==> src/rtl/sram_line_scheduler.sv <==
// sram_line_scheduler: sequences write/read addresses and bank-rotation
// strobes for the three-bank line SRAM interface (CNN and FC jobs).
module sram_line_scheduler #(
  parameter int AW = 10,
  parameter int LW = 8
) (
  input  logic          SYS_CLK,
  input  logic          SYS_RST,
  input  logic          start_i,
  input  logic [3:0]    mode_i,
  input  logic [AW-1:0] line_words_i,
  input  logic [LW-1:0] pic_lines_i,
  input  logic          in_vld_i,
  output logic          in_rdy_o,
  input  logic          rd_en_i,
  output logic          wdata_vld_o,
  output logic [AW+1:0] waddr_o,
  output logic [AW+1:0] raddr_o,
  output logic          raddr_vld_o,
  output logic          data_sop_o,
  output logic          data_eop_o,
  output logic          wsram_2line_o,
  output logic          r2wrsram_o,
  output logic          wrsram_bank_change_o,
  output logic          wr2rsram_o,
  output logic          r2bank_done_o,
  output logic          busy_o,
  output logic          err_o
);

  typedef enum logic [2:0] {S_IDLE, S_GAP, S_FILL, S_WR, S_DRAIN, S_FC_W, S_FC_R} state_t;

  state_t        state_q, next_q;
  logic [1:0]    wbank_q, rbank_q;
  logic [AW-1:0] wcnt_q, rcnt_q, lw_q;
  logic [LW-1:0] lines_q, pl_q;
  logic          fc_q, wdone_q, rdone_q, rhalf_q, busy_q, err_q, eop_q;
  logic          sop_q, two_q, r2w_q, bc_q, w2r_q, done_q;

  logic          rd_ok, w_beat, r_beat, w_last_cnt, r_last_cnt, w_last;
  logic          r_fin_now, w_fin, r_fin, reject;
  logic [AW-1:0] lw_m1;
  logic [LW-1:0] lines_inc, lines_now;

  function automatic logic [1:0] inc3(input logic [1:0] b);
    return (b == 2'd2) ? 2'd0 : b + 2'd1;
  endfunction

  // Access enables and end-of-line / end-of-phase detection
  assign lw_m1       = lw_q - AW'(1);
  assign in_rdy_o    = (state_q == S_FILL) || (state_q == S_FC_W) || ((state_q == S_WR) && !wdone_q);
  assign rd_ok       = ((state_q == S_WR) || (state_q == S_DRAIN) || (state_q == S_FC_R)) && !rdone_q;
  assign wdata_vld_o = in_vld_i & in_rdy_o;
  assign raddr_vld_o = rd_en_i & rd_ok;
  assign w_beat      = wdata_vld_o;
  assign r_beat      = raddr_vld_o;
  assign w_last_cnt  = (wcnt_q == lw_m1);
  assign r_last_cnt  = (rcnt_q == lw_m1);
  assign w_last      = w_beat & w_last_cnt;
  // FC reads a single line; CNN reads two lines per phase
  assign r_fin_now   = r_beat & r_last_cnt & (rhalf_q | fc_q);
  assign w_fin       = wdone_q | w_last;
  assign r_fin       = rdone_q | r_fin_now;
  assign lines_inc   = lines_q + LW'(1);
  assign lines_now   = w_last ? lines_inc : lines_q;
  assign reject      = (mode_i == 4'd0) || (line_words_i == '0) ||
                       (!mode_i[3] && (pic_lines_i < LW'(3)));

  assign waddr_o              = {wbank_q, wcnt_q};
  assign raddr_o              = {rbank_q, rcnt_q};
  assign data_sop_o           = sop_q;
  assign data_eop_o           = eop_q;
  assign wsram_2line_o        = two_q;
  assign r2wrsram_o           = r2w_q;
  assign wrsram_bank_change_o = bc_q;
  assign wr2rsram_o           = w2r_q;
  assign r2bank_done_o        = done_q;
  assign busy_o               = busy_q;
  assign err_o                = err_q;

  // Phase FSM, counters and single-cycle strobes
  always_ff @(posedge SYS_CLK or negedge SYS_RST) begin
    if (!SYS_RST) begin
      state_q <= S_IDLE;  next_q  <= S_IDLE;
      wbank_q <= '0;      rbank_q <= '0;
      wcnt_q  <= '0;      rcnt_q  <= '0;   lw_q <= '0;
      lines_q <= '0;      pl_q    <= '0;
      fc_q    <= 1'b0;    wdone_q <= 1'b0; rdone_q <= 1'b0; rhalf_q <= 1'b0;
      busy_q  <= 1'b0;    err_q   <= 1'b0; eop_q   <= 1'b0;
      sop_q   <= 1'b0;    two_q   <= 1'b0; r2w_q   <= 1'b0;
      bc_q    <= 1'b0;    w2r_q   <= 1'b0; done_q  <= 1'b0;
    end else begin
      err_q <= 1'b0; eop_q <= 1'b0; sop_q <= 1'b0; two_q <= 1'b0;
      r2w_q <= 1'b0; bc_q  <= 1'b0; w2r_q <= 1'b0; done_q <= 1'b0;

      // Write word counter; the final line of the job raises data_eop
      if (w_beat) begin
        if (w_last_cnt) begin
          wcnt_q  <= '0;
          lines_q <= lines_inc;
          wdone_q <= 1'b1;
          if (fc_q || (lines_inc == pl_q)) eop_q <= 1'b1;
        end else begin
          wcnt_q <= wcnt_q + AW'(1);
        end
      end

      // Read word counter; first line end moves to the second read bank
      if (r_beat) begin
        if (r_last_cnt) begin
          rcnt_q <= '0;
          if (rhalf_q || fc_q) rdone_q <= 1'b1;
          else begin
            rhalf_q <= 1'b1;
            rbank_q <= inc3(rbank_q);
          end
        end else begin
          rcnt_q <= rcnt_q + AW'(1);
        end
      end

      case (state_q)
        S_IDLE: begin
          if (start_i) begin
            if (reject) err_q <= 1'b1;
            else begin
              state_q <= S_GAP;
              next_q  <= mode_i[3] ? S_FC_W : S_FILL;
              fc_q    <= mode_i[3];
              lw_q    <= line_words_i;
              pl_q    <= pic_lines_i;
              wbank_q <= '0; rbank_q <= '0;
              wcnt_q  <= '0; rcnt_q  <= '0; lines_q <= '0;
              busy_q  <= 1'b1;
              sop_q   <= 1'b1;
            end
          end
        end
        S_GAP: begin
          // Each phase starts with fresh completion flags and the first read bank
          state_q <= next_q;
          wdone_q <= 1'b0;
          rdone_q <= 1'b0;
          rhalf_q <= 1'b0;
          rbank_q <= fc_q ? 2'd0 : inc3(wbank_q);
          if (next_q == S_IDLE) busy_q <= 1'b0;
        end
        S_FILL: begin
          if (w_last) begin
            state_q <= S_GAP;
            if (lines_q == '0) begin
              wbank_q <= 2'd1; two_q <= 1'b1; next_q <= S_FILL;
            end else begin
              wbank_q <= 2'd2; r2w_q <= 1'b1; next_q <= S_WR;
            end
          end
        end
        S_WR: begin
          if (w_fin && r_fin) begin
            state_q <= S_GAP;
            wbank_q <= inc3(wbank_q);
            bc_q    <= 1'b1;
            if (lines_now == pl_q) begin
              w2r_q  <= 1'b1;
              next_q <= S_DRAIN;
            end else begin
              next_q <= S_WR;
            end
          end
        end
        S_DRAIN, S_FC_R: begin
          if (r_fin_now) begin
            state_q <= S_GAP; done_q <= 1'b1; next_q <= S_IDLE;
          end
        end
        S_FC_W: begin
          if (w_last) begin
            state_q <= S_GAP; next_q <= S_FC_R;
          end
        end
        default: state_q <= S_IDLE;
      endcase
    end
  end

endmodule

==> config.mk <==
export PLATFORM = sky130hd
export DESIGN_NAME = sram_line_scheduler
export DESIGN_NICKNAME = d
export VERILOG_FILES = /design/src/rtl/sram_line_scheduler.sv
export SDC_FILE = /design/constraint.sdc
export NUM_CORES = 1
export LEC_CHECK = 0
export CAP_MARGIN = 10
export CORE_AREA = 3 3 97 99
export CTS_CLUSTER_DIAMETER = 150
export CTS_CLUSTER_SIZE = 8
export DETAILED_ROUTE_END_ITERATION = 12
export DIE_AREA = 0 0 100 102
export PLACE_DENSITY = 0.76
export SLEW_MARGIN = 20
export SYNTH_ARGS = -nofsm -noshare
export SYNTH_HDL_FRONTEND = slang
export SYNTH_SLANG_ARGS = --single-unit
==> constraint.sdc <==
create_clock -name SYS_CLK -period 3.5 [get_ports SYS_CLK]
set_clock_uncertainty 0.05 [all_clocks]
set_input_delay 0.525 -clock SYS_CLK [delete_from_list [all_inputs] [get_ports SYS_CLK]]
set_output_delay 0.525 -clock SYS_CLK [all_outputs]
set_load 0.01 [all_outputs]
## Word-level counts from Yosys, hierarchy flattened

Index checks and enable logic that the tools add are counted.
Widths: inputs -> output; s select.

| word-level totals | value |
|---|---|
| bits in registers | 69 |
| logic and storage cells | 181 |
| output and inout bits | 36 |
| input port bits | 27 |

| cells by class | value |
|---|---|
| order comparisons | 1 |
| reduce and logical (&&, ||, !) cells | 38 |
| equality and inequality tests | 21 |
| bitwise logic cells | 9 |
| muxes and demuxes | 84 |
| add/sub/neg operators | 6 |

Operators by type and width:

| cell | number |
|---|---|
| $mux 10 | 10 |
| $mux 8 | 6 |
| $mux 3 | 13 |
| $mux 1 | 37 |
| $pmux 3 s5 | 2 |
| $mux 2 | 13 |
| $add 10x1->10 const B | 2 |
| $eq 10x10->1 | 2 |
| $eq 8x8->1 | 2 |
| $ne 2x2->1 const B | 6 |
| $reduce_bool 2->1 | 6 |
| $logic_not 10->1 | 1 |
| $reduce_and 5->1 | 2 |
| $sub 10x1->10 const B | 1 |
| $eq 3x3->1 const B | 3 |
| $reduce_and 3->1 | 3 |
| $add 8x1->8 const B | 1 |
| $logic_not 8->1 | 1 |
| $logic_or 1x1->1 | 8 |
| $lt 8x2->1 const B | 1 |
| $reduce_and 7->1 | 1 |
| $eq 3x2->1 const B | 2 |
| $logic_not 3->1 | 2 |
| $ne 2x1->1 const B | 3 |
| 17 further kinds | 31 |

## Longest topological paths before layout

Gate-level depths: netlist of the first run.

| logic depth | value |
|---|---|
| depth after elaboration | 11 |
| mapped depth | 16 |
| mapped depth without buffers | 12 |

## Worst setup path before layout of the first run

Ideal clock, no wire load.

| timing | value |
|---|---|
| path kind | register to register |
| from | register lw_q[0] |
| to | register next_q[0] |
| setup slack | 0.054 ns |
| arrival time | 3.272 ns |
| stages on the path, launching flop included | 14 |
| required time | 3.326 ns |
| period minus slack after synthesis | 3.446 ns |
| setup time | 0.124 ns |
| buffers on the path | 2 |
| path through | dfrtp_1 buf_6 inv_1 ha_1 xor3_1 a2111o_1 a311oi_1 nand4_1 or3_1 buf_2 or3_4 a31oi_4 nand2_1 a211o_1 |

| on the way | value |
|---|---|
| cells in the longest elaborated chain, start to end | 8 |
| elaborated cells on any way between the ends | 19 |
| classes of those cells | 1 x add/sub; 7 x eq/ne; 4 x mux; 5 x bitwise; 2 x reduce/logical |

Ends and longest elaborated chain:

| item | RTL line | RTL |
|---|---|---|
| from (decl) | 35 | `logic [AW-1:0] wcnt_q, rcnt_q, lw_q;` |
| from (signal assigned) | 130 | `lw_q <= line_words_i;` |
| $sub 10x1->10 * | 50 | `assign lw_m1 = lw_q - AW'(1);` |
| $eq 10x10->1 (on tied branches) | 57, 58 |  |
| $and 1x1->1 (on tied branches) | 59, 61 |  |
| $mux 8 or $and 1x1->1 (tied branches) | 65, 61 |  |
| $eq 8x8->1 or $or 1x1->1 (tied branches) | 163, 63 |  |
| $mux 3 or $logic_and 1x1->1 (tied branches) | 163, 159 |  |
| $mux 3 or $ne 2x1->1 (tied branches) | n/a |  |
| $pmux 3 s5 or $reduce_and 7->1 (tied branches) | n/a |  |
| to (signal assigned) | 128 | `next_q <= mode_i[3] ? S_FC_W : S_FILL;` |
| to (decl) | 33 | `state_t state_q, next_q;` |

Every way passes the cells marked *; elsewhere a longest branch is shown, timed or not. The select of a mux whose other input is x is not followed.
A chain may end at the register's enable or synchronous reset.

## Worst setup path after layout of the first run

| timing | value |
|---|---|
| from | register lw_q[1] |
| to | register next_q[0] |

Same word-level chain as after synthesis.

==> summary.txt, run 1 <==
Pwr
  • VDD IR max: between 0.0003 and 0.0004 V
  • Pwr dens: about 730 nW/um^2
  • Pleak: 2.29 nW

Clock network
  • # H-tree levels: 3
  • Num CTS Buffers: 9
  • Number of clock sinks: 69
  • Root Buffer: clkbuf_8
  • Clock-pin slew on the worst setup and hold paths: roughly 0.07 ns
  • Hold Buf Count CTS: 0
  • Clock latency on the worst-skew pair: 0.36 ns
  • CTS Buffer Depth: 2
  • CTS tree: built

Worst setup path
  • Startpoint types: flip-flop
  • Critical-path cell list: inv_2, ha_2, buf_4, nor3b_4, buf_4, a32oi_1, nand4_1, a32o_1, or3_4, or3_4, a31oi_4, nand2_1, a211o_1
  • Slowest-stage cell, CP: or3_4
  • CP peak stage delay: 0.48 ns
  • Critical Path AT: between 3 and 4 ns
  • Crit Path Category: reg -> reg
  • Required time of the critical path: 3.69 ns
  • Worst path bufs/invs: 3
  • Crit-path max FO: 9
  • Largest delay share family, worst path: simple AND/OR/NAND/NOR gates
  • Worst Setup End Kind: flip-flop

Synth
  • Ys async rst share: 1.00
  • Ys flop type: dfrtp_1
  • Most common cell in the netlist: nand2_1
  • FF+latch count, synth: 69
  • Cells after Synth: between 400 and 500
  • Synth Net Count: roughly 520
  • Number of synthesized flops with an enable pin: 0
  • Netlist Area Pre-Place: between 4000 and 5000 um^2
  • Netlist cell types: between 60 and 70
  • Commonest cells post-synth: nand2_1, dfrtp_1, nor2_1, xnor2_1, xor2_1
  • Ys Warns: 0
  • Syn Area/Cell: slightly below 9 um^2
  • Synth area leader: dfrtp_1
  • Share of the synthesized area in the top cell type: 0.404
  • Area contributors post-synth: dfrtp_1, nand2_1, xnor2_1
  • Post-synthesis sequential area ratio: 0.404

Placement
  • Hpwl dp: approximately 8500 um
  • Routability Congestion: between 0.9 and 1
  • Placed cells: 664
  • Port Buffers: 62

Detailed routing
  • Post-detailed-route wirelength per cell: approximately 17 um
  • Final wirelength: 11,700 um
  • Via count: ~4,000
  • Starting DRC count in detailed routing: about 320
  • Pre-antenna DRT Iters: 5
  • Vias per cell: 5.90
  • Post-route ant nets: 0
  • DRC Markers: 0

STA
  • Final hold slack: about 0.12 ns
  • Final setup viols: 0
  • Tmin final: between 3 and 4 ns
  • Worst slew pin tran: roughly 0.94 ns
  • Fmax: 291 MHz
  • Final Cycle Share: 0.983
  • Rel. slew slack: 0.373
  • Final slew viol count: 0
  • Hold Fails Final Rpt: 0

Finish
  • Final core occ: 0.624
  • N_diodes: 0
  • Share of layout cells above drive strength 1: 0.129
  • Filler cell count: 730
  • P&R area growth vs syn: 26.1%
  • Final Non-Filler Cells: 680
  • Nets@finish: 600

Die
  • Core Box Area: 8640 um^2
  • # rows: 34
  • Die span in y: between 100 and 150 um
  • Die X: 100 um
  • Boundary Pins: 63
  • Die area: 10,200 um^2
  • Starting Density: 0.495

GRT
  • Vias in the first global route: 3,897
  • Remaining global-route overflow: 0
  • Largest net degree at the start of global routing: 34
  • Initial antenna violation count: 0
  • Global-route wire length before repair: 19,200 um
  • Total GRT Usage: 0.238

Job
  • Maxcap violations: 0

Worst hold path
  • Hold Path Class: in -> async

Run status
  • Outcome: finished, final reports clean
worst reg2reg max path, stage by stage, from the launching register on:
cell     delay [ns]
dfrtp_1        0.37
inv_2          0.05
ha_2           0.20
buf_4          0.16
nor3b_4        0.16
buf_4          0.18
a32oi_1        0.21
nand4_1        0.11
a32o_1         0.35
or3_4          0.48
or3_4          0.40
a31oi_4        0.22
nand2_1        0.10
a211o_1        0.27
layer usage:
layer  vias to the layer above  wire length [um]  track usage  part of all wire
met2                       150              5830        0.392              0.50
li1                       1862                 -            -                 -
met3                        19               658       0.0451             0.056
met5                         -                 0            0                 0
met4                         0               263       0.0870             0.023
met1                      1980              4920        0.314              0.42
what timing repair did:
item,in CTS,in global routing
resized for setup,1,20
pin swaps,0,11
setup endpoints to repair,1,8
setup buffers,0,1
layout make-up:
class | count | area (um^2) | share of cell area
Inverter | 16 | 60.1 | 0.0111
Tap cell | 108 | 135 | 0.0251
Multi-Input combinational cell | 380 | 2470 | 0.457
Timing Repair Buffer | 92 | 845 | 0.157
Clock inverter | 2 | 10.0 | 0.00186
Sequential cell | 69 | 1730 | 0.320
Clock buffer | 13 | 149 | 0.0276
placed cells by master (no fill, tap or decap), drive strengths merged, types with 4 or more instances in the layout:
master,n
nor4,9
a21oi,18
dfrtp,69
nand3,18
xnor2,27
nand2b,6
buf,31
nor3,13
clkbuf,13
or3,6
ha,5
clkdlybuf4s50,61
o21ai,24
or2,4
xor2,26
nor2b,7
inv,16
a31oi,5
nor2,48
mux2i,5
nand3b,4
and2,6
and3,7
nand4,10
nand2,79
nor4b,4
power by group:
group          switching (W)  internal, W
combinational        0.00112     0.000958
sequential          0.000303      0.00100
clock               0.000292     0.000271
registers in the layout (all words and copies together), names as in the netlist, 2 cells and up:
name / cells
lw_q: 10
rcnt_q: 10
wcnt_q: 10
lines_q: 8
pl_q: 8
next_q: 3
state_q: 3
rbank_q: 2
wbank_q: 2
kinds of logic (layout without fill, tap and decap cells):
group	after synthesis	count (layout)	share of synthesized area
compound gates	80	80	0.131
xor+xnor	54	54	0.114
fa+ha+maj	6	6	0.0170
buf+inv	42	123	0.0421
flops	69	69	0.404
mux	5	5	0.0117
simple gates	235	235	0.280
final timing paths:
path | start | to | slack [ns] | depth (start not counted)
hold / removal | SYS_RST | wcnt_q[8] | 0.12 | 1
setup / recovery | lw_q[1] | next_q[0] | 0.06 | 13
max in group asynchronous | SYS_RST | pl_q[0] | 2.54 | 2
hold reg to reg | pl_q[0] | pl_q[0] | 0.45 | 2
setup reg to reg | lw_q[1] | next_q[0] | 0.06 | 13
min in group SYS_CLK | pl_q[0] | pl_q[0] | 0.45 | 2
metrics by stage:
stage	TNS, ns	area, um^2	setup slack [ns]	total power (W)
after floorplan	0	4280	0.0538	0.00256
after global placement	0	5120	0.173	0.00318
after detailed placement	0	5120	0.0398	0.00323
after CTS	0	5290	0.00616	0.00382
after global routing	-0.0768	5390	-0.0273	0.00421
final	0	5390	0.0598	0.00394
Power figures use the tool's default switching activity.
==> run 2: changes to the inputs <==
--- a/config.mk
+++ b/config.mk
@@ -6,12 +6,14 @@
 export NUM_CORES = 1
 export LEC_CHECK = 0
 export CAP_MARGIN = 10
-export CORE_AREA = 3 3 97 99
+export CELL_PAD_IN_SITES_DETAIL_PLACEMENT = 1
+export CELL_PAD_IN_SITES_GLOBAL_PLACEMENT = 2
+export CORE_AREA = 3 3 124 126
 export CTS_CLUSTER_DIAMETER = 150
 export CTS_CLUSTER_SIZE = 8
 export DETAILED_ROUTE_END_ITERATION = 12
-export DIE_AREA = 0 0 100 102
-export PLACE_DENSITY = 0.76
+export DIE_AREA = 0 0 127 129
+export PLACE_DENSITY_LB_ADDON = 0.1
 export SLEW_MARGIN = 20
 export SYNTH_ARGS = -nofsm -noshare
 export SYNTH_HDL_FRONTEND = slang
==> run 2 against run 1 <==
Against the previous run: register-to-register slack improved by 0.06 ns; count of clock-buffer cells in the layout shrank 3; critical endpoint unchanged; largest cell class unchanged; largest power group unchanged; critical path depth is 1 lower.
==> summary.txt, run 2 (synthesis results as in run 1) <==
Pwr
  • VDD IR max: 0.000296 V
  • Pleak: around 2.4 nW
  • P_sw: about 0.0018 W
  • Sequential power share: 0.281
  • Switching share of power: 0.402
  • Clock power share: 0.223
  • Pwr dens: between 700 and 800 nW/um^2
  • Comb pwr share: 0.496
  • Cell-internal power: ~0.0027 W
  • Overall power: between 0.004 and 0.005 W

Detailed routing
  • Pre-antenna DRT Iters: 4
  • Post-route ant nets: 0
  • DRC Markers: 0
  • Vias per cell: 5.12
  • Final wirelength: 13,500 um
  • Via count: 3,929
  • Post-detailed-route wirelength per cell: between 15 and 20 um
  • Starting DRC count in detailed routing: about 230

Worst setup path
  • Reg-to-reg slack, setup: between 0.1 and 0.15 ns
  • Crit Path Category: reg -> reg
  • Startpoint types: flip-flop
  • Critical Path AT: approximately 3.6 ns
  • R2R Path Start: lw_q[2]
  • Crit-path max FO: 5
  • Worst Setup End Kind: flip-flop
  • Required time of the critical path: roughly 3.7 ns
  • R2R Path End: next_q[0]
  • Reg2reg path depth: 12

STA
  • Worst slew pin tran: around 0.94 ns
  • Hold Fails Final Rpt: 0
  • Fmax: approximately 300 MHz
  • Final slew viol count: 0
  • Rel. slew slack: 0.373
  • Final setup viols: 0
  • Final Cycle Share: 0.967
  • Tmin final: about 3.4 ns

Clock network
  • Number of clock sinks: a little under 70
  • Clock-pin slew on the worst setup and hold paths: 0.06 ns
  • Num CTS Buffers: 9
  • CTS Buffer Depth: 2
  • CTS tree: built
  • # H-tree levels: 3
  • Root Buffer: clkbuf_16
  • Clock latency on the worst-skew pair: about 0.35 ns

GRT
  • Total GRT Usage: 0.173
  • Most used routing layer: met2
  • Largest net degree at the start of global routing: 70
  • Remaining global-route overflow: 0
  • GRT met3 Usage: 0.0415
  • Vias in the first global route: approximately 4,100
  • Global-route wire length before repair: ~22,000 um
  • GR Layer Usage met2: 0.292
  • Met1 Usage GRT: 0.223
  • Initial antenna violation count: 0

Die
  • Core Box Area: between 10,000 and 15,000 um^2
  • Starting Density: 0.296
  • Die X: 127 um
  • Die span in y: ~130 um
  • Die area: around 16,000 um^2
  • # rows: 44
  • Boundary Pins: 63

Finish
  • P&R area growth vs syn: 34.4%
  • Most frequent cells in the layout: nand2_1, dfrtp_1, clkdlybuf4s50_1
  • Most common cell after layout, fill and taps aside: nand2_1
  • Design area: 5750 um^2
  • Top flop regs: lw_q (10), rcnt_q (10), wcnt_q (10)
  • N_diodes: 0
  • Nets@finish: a little over 600
  • Share of layout cells above drive strength 1: 0.154

Placement
  • Routability Congestion: approximately 0.85
  • Port Buffers: just over 60
  • Dpl cell area: 5240 um^2
  • Hpwl dp: 9970 um

Worst hold path
  • Hold Path Class: in -> async

Run status
  • Outcome: finished, final reports clean

Job
  • Maxcap violations: 0
## run 2: cell types whose count changed in the layout (fill, tap and decap cells not counted), sizes merged
cell,delta
clkinv,+1
clkinvlp,+1
clkbuf,-3
buf,+10
bufinv,+2
## run 2: power groups by stage
stage	clock, W	combinational [W]	sequential (W)
2_1_floorplan	0	0.00137	0.00119
5_1_grt	0.00108	0.00251	0.00131
3_3_place_gp	0	0.00202	0.00128
4_1_cts	0.00104	0.00206	0.00127
6_report	0.00101	0.00225	0.00127
3_5_place_dp	0	0.00204	0.00129
## run 2: cell type report
type / instances / area (um^2)
clock buffers: 10 / 239
clock inverters: 6 / 86.3
fillers: 1682 / 8680
inverters: 16 / 60.1
multi-input cells: 380 / 2480
flip-flops and latches: 69 / 1730
well taps: 184 / 230
repair buffers: 102 / 926
## run 2: how the worst max path moves through the flow
stage | start | to | slack, ns | depth (start not counted)
finish | lw_q[2] | next_q[0] | 0.12 | 12
global route | lw_q[2] | next_q[2] | -0.05 | 12
CTS | lw_q[0] | next_q[0] | 0.04 | 13
detailed placement | lw_q[0] | wr2rsram_o | -0.04 | 13
global placement | lw_q[0] | wr2rsram_o | -0.01 | 13
floorplan | lw_q[0] | next_q[0] | 0.05 | 13
## run 2: through the flow
step | utilization | hold WS (ns) | setup WS [ns] | std cells | TNS, ns
floorplan | - | 0.179 | 0.0538 | 491 | 0
global placement | 0.363 | 0.440 | -0.0142 | 742 | -0.0142
detailed placement | 0.363 | 0.445 | -0.0373 | 742 | -0.0431
CTS | 0.387 | 0.315 | 0.0360 | 758 | 0
global route | 0.398 | 0.338 | -0.0544 | 767 | -0.186
finish | 0.398 | 0.251 | 0.117 | 767 | 0
## run 2: critical path, stage by stage, from the launching register on
cell and delay, ns:
dfrtp_1 0.39, buf_6 0.13, xor3_1 0.39, a2111o_1 0.36, a311oi_2 0.25, nand4_1 0.23, buf_4 0.23, nor3_4 0.20
o22ai_2 0.14, a32oi_2 0.31, o2111ai_4 0.20, and2_4 0.18, a211o_1 0.21
## run 2: layer usage
layer | part of all wire | vias up
met4 | 0.013 | 0
met2 | 0.50 | 61
met1 | 0.45 | 1963
li1 | - | 1892
met3 | 0.031 | 13
met5 | 0 | -
## run 2: what timing repair did
item                       4_1_cts  5_1_grt
gates resized for setup          3       23
pin swaps                        0       14
setup endpoints to repair        3        8
hold buffers                     0        0
buffers inserted                 0        9
==> run 3: changes to the inputs <==
--- a/config.mk
+++ b/config.mk
@@ -14,6 +14,7 @@
 export DETAILED_ROUTE_END_ITERATION = 12
 export DIE_AREA = 0 0 127 129
 export PLACE_DENSITY_LB_ADDON = 0.1
+export SKIP_LAST_GASP = 1
 export SLEW_MARGIN = 20
 export SYNTH_ARGS = -nofsm -noshare
 export SYNTH_HDL_FRONTEND = slang
==> results of run 3 <==
No change in the layout: final DEF, timing and power equal those of run 2.
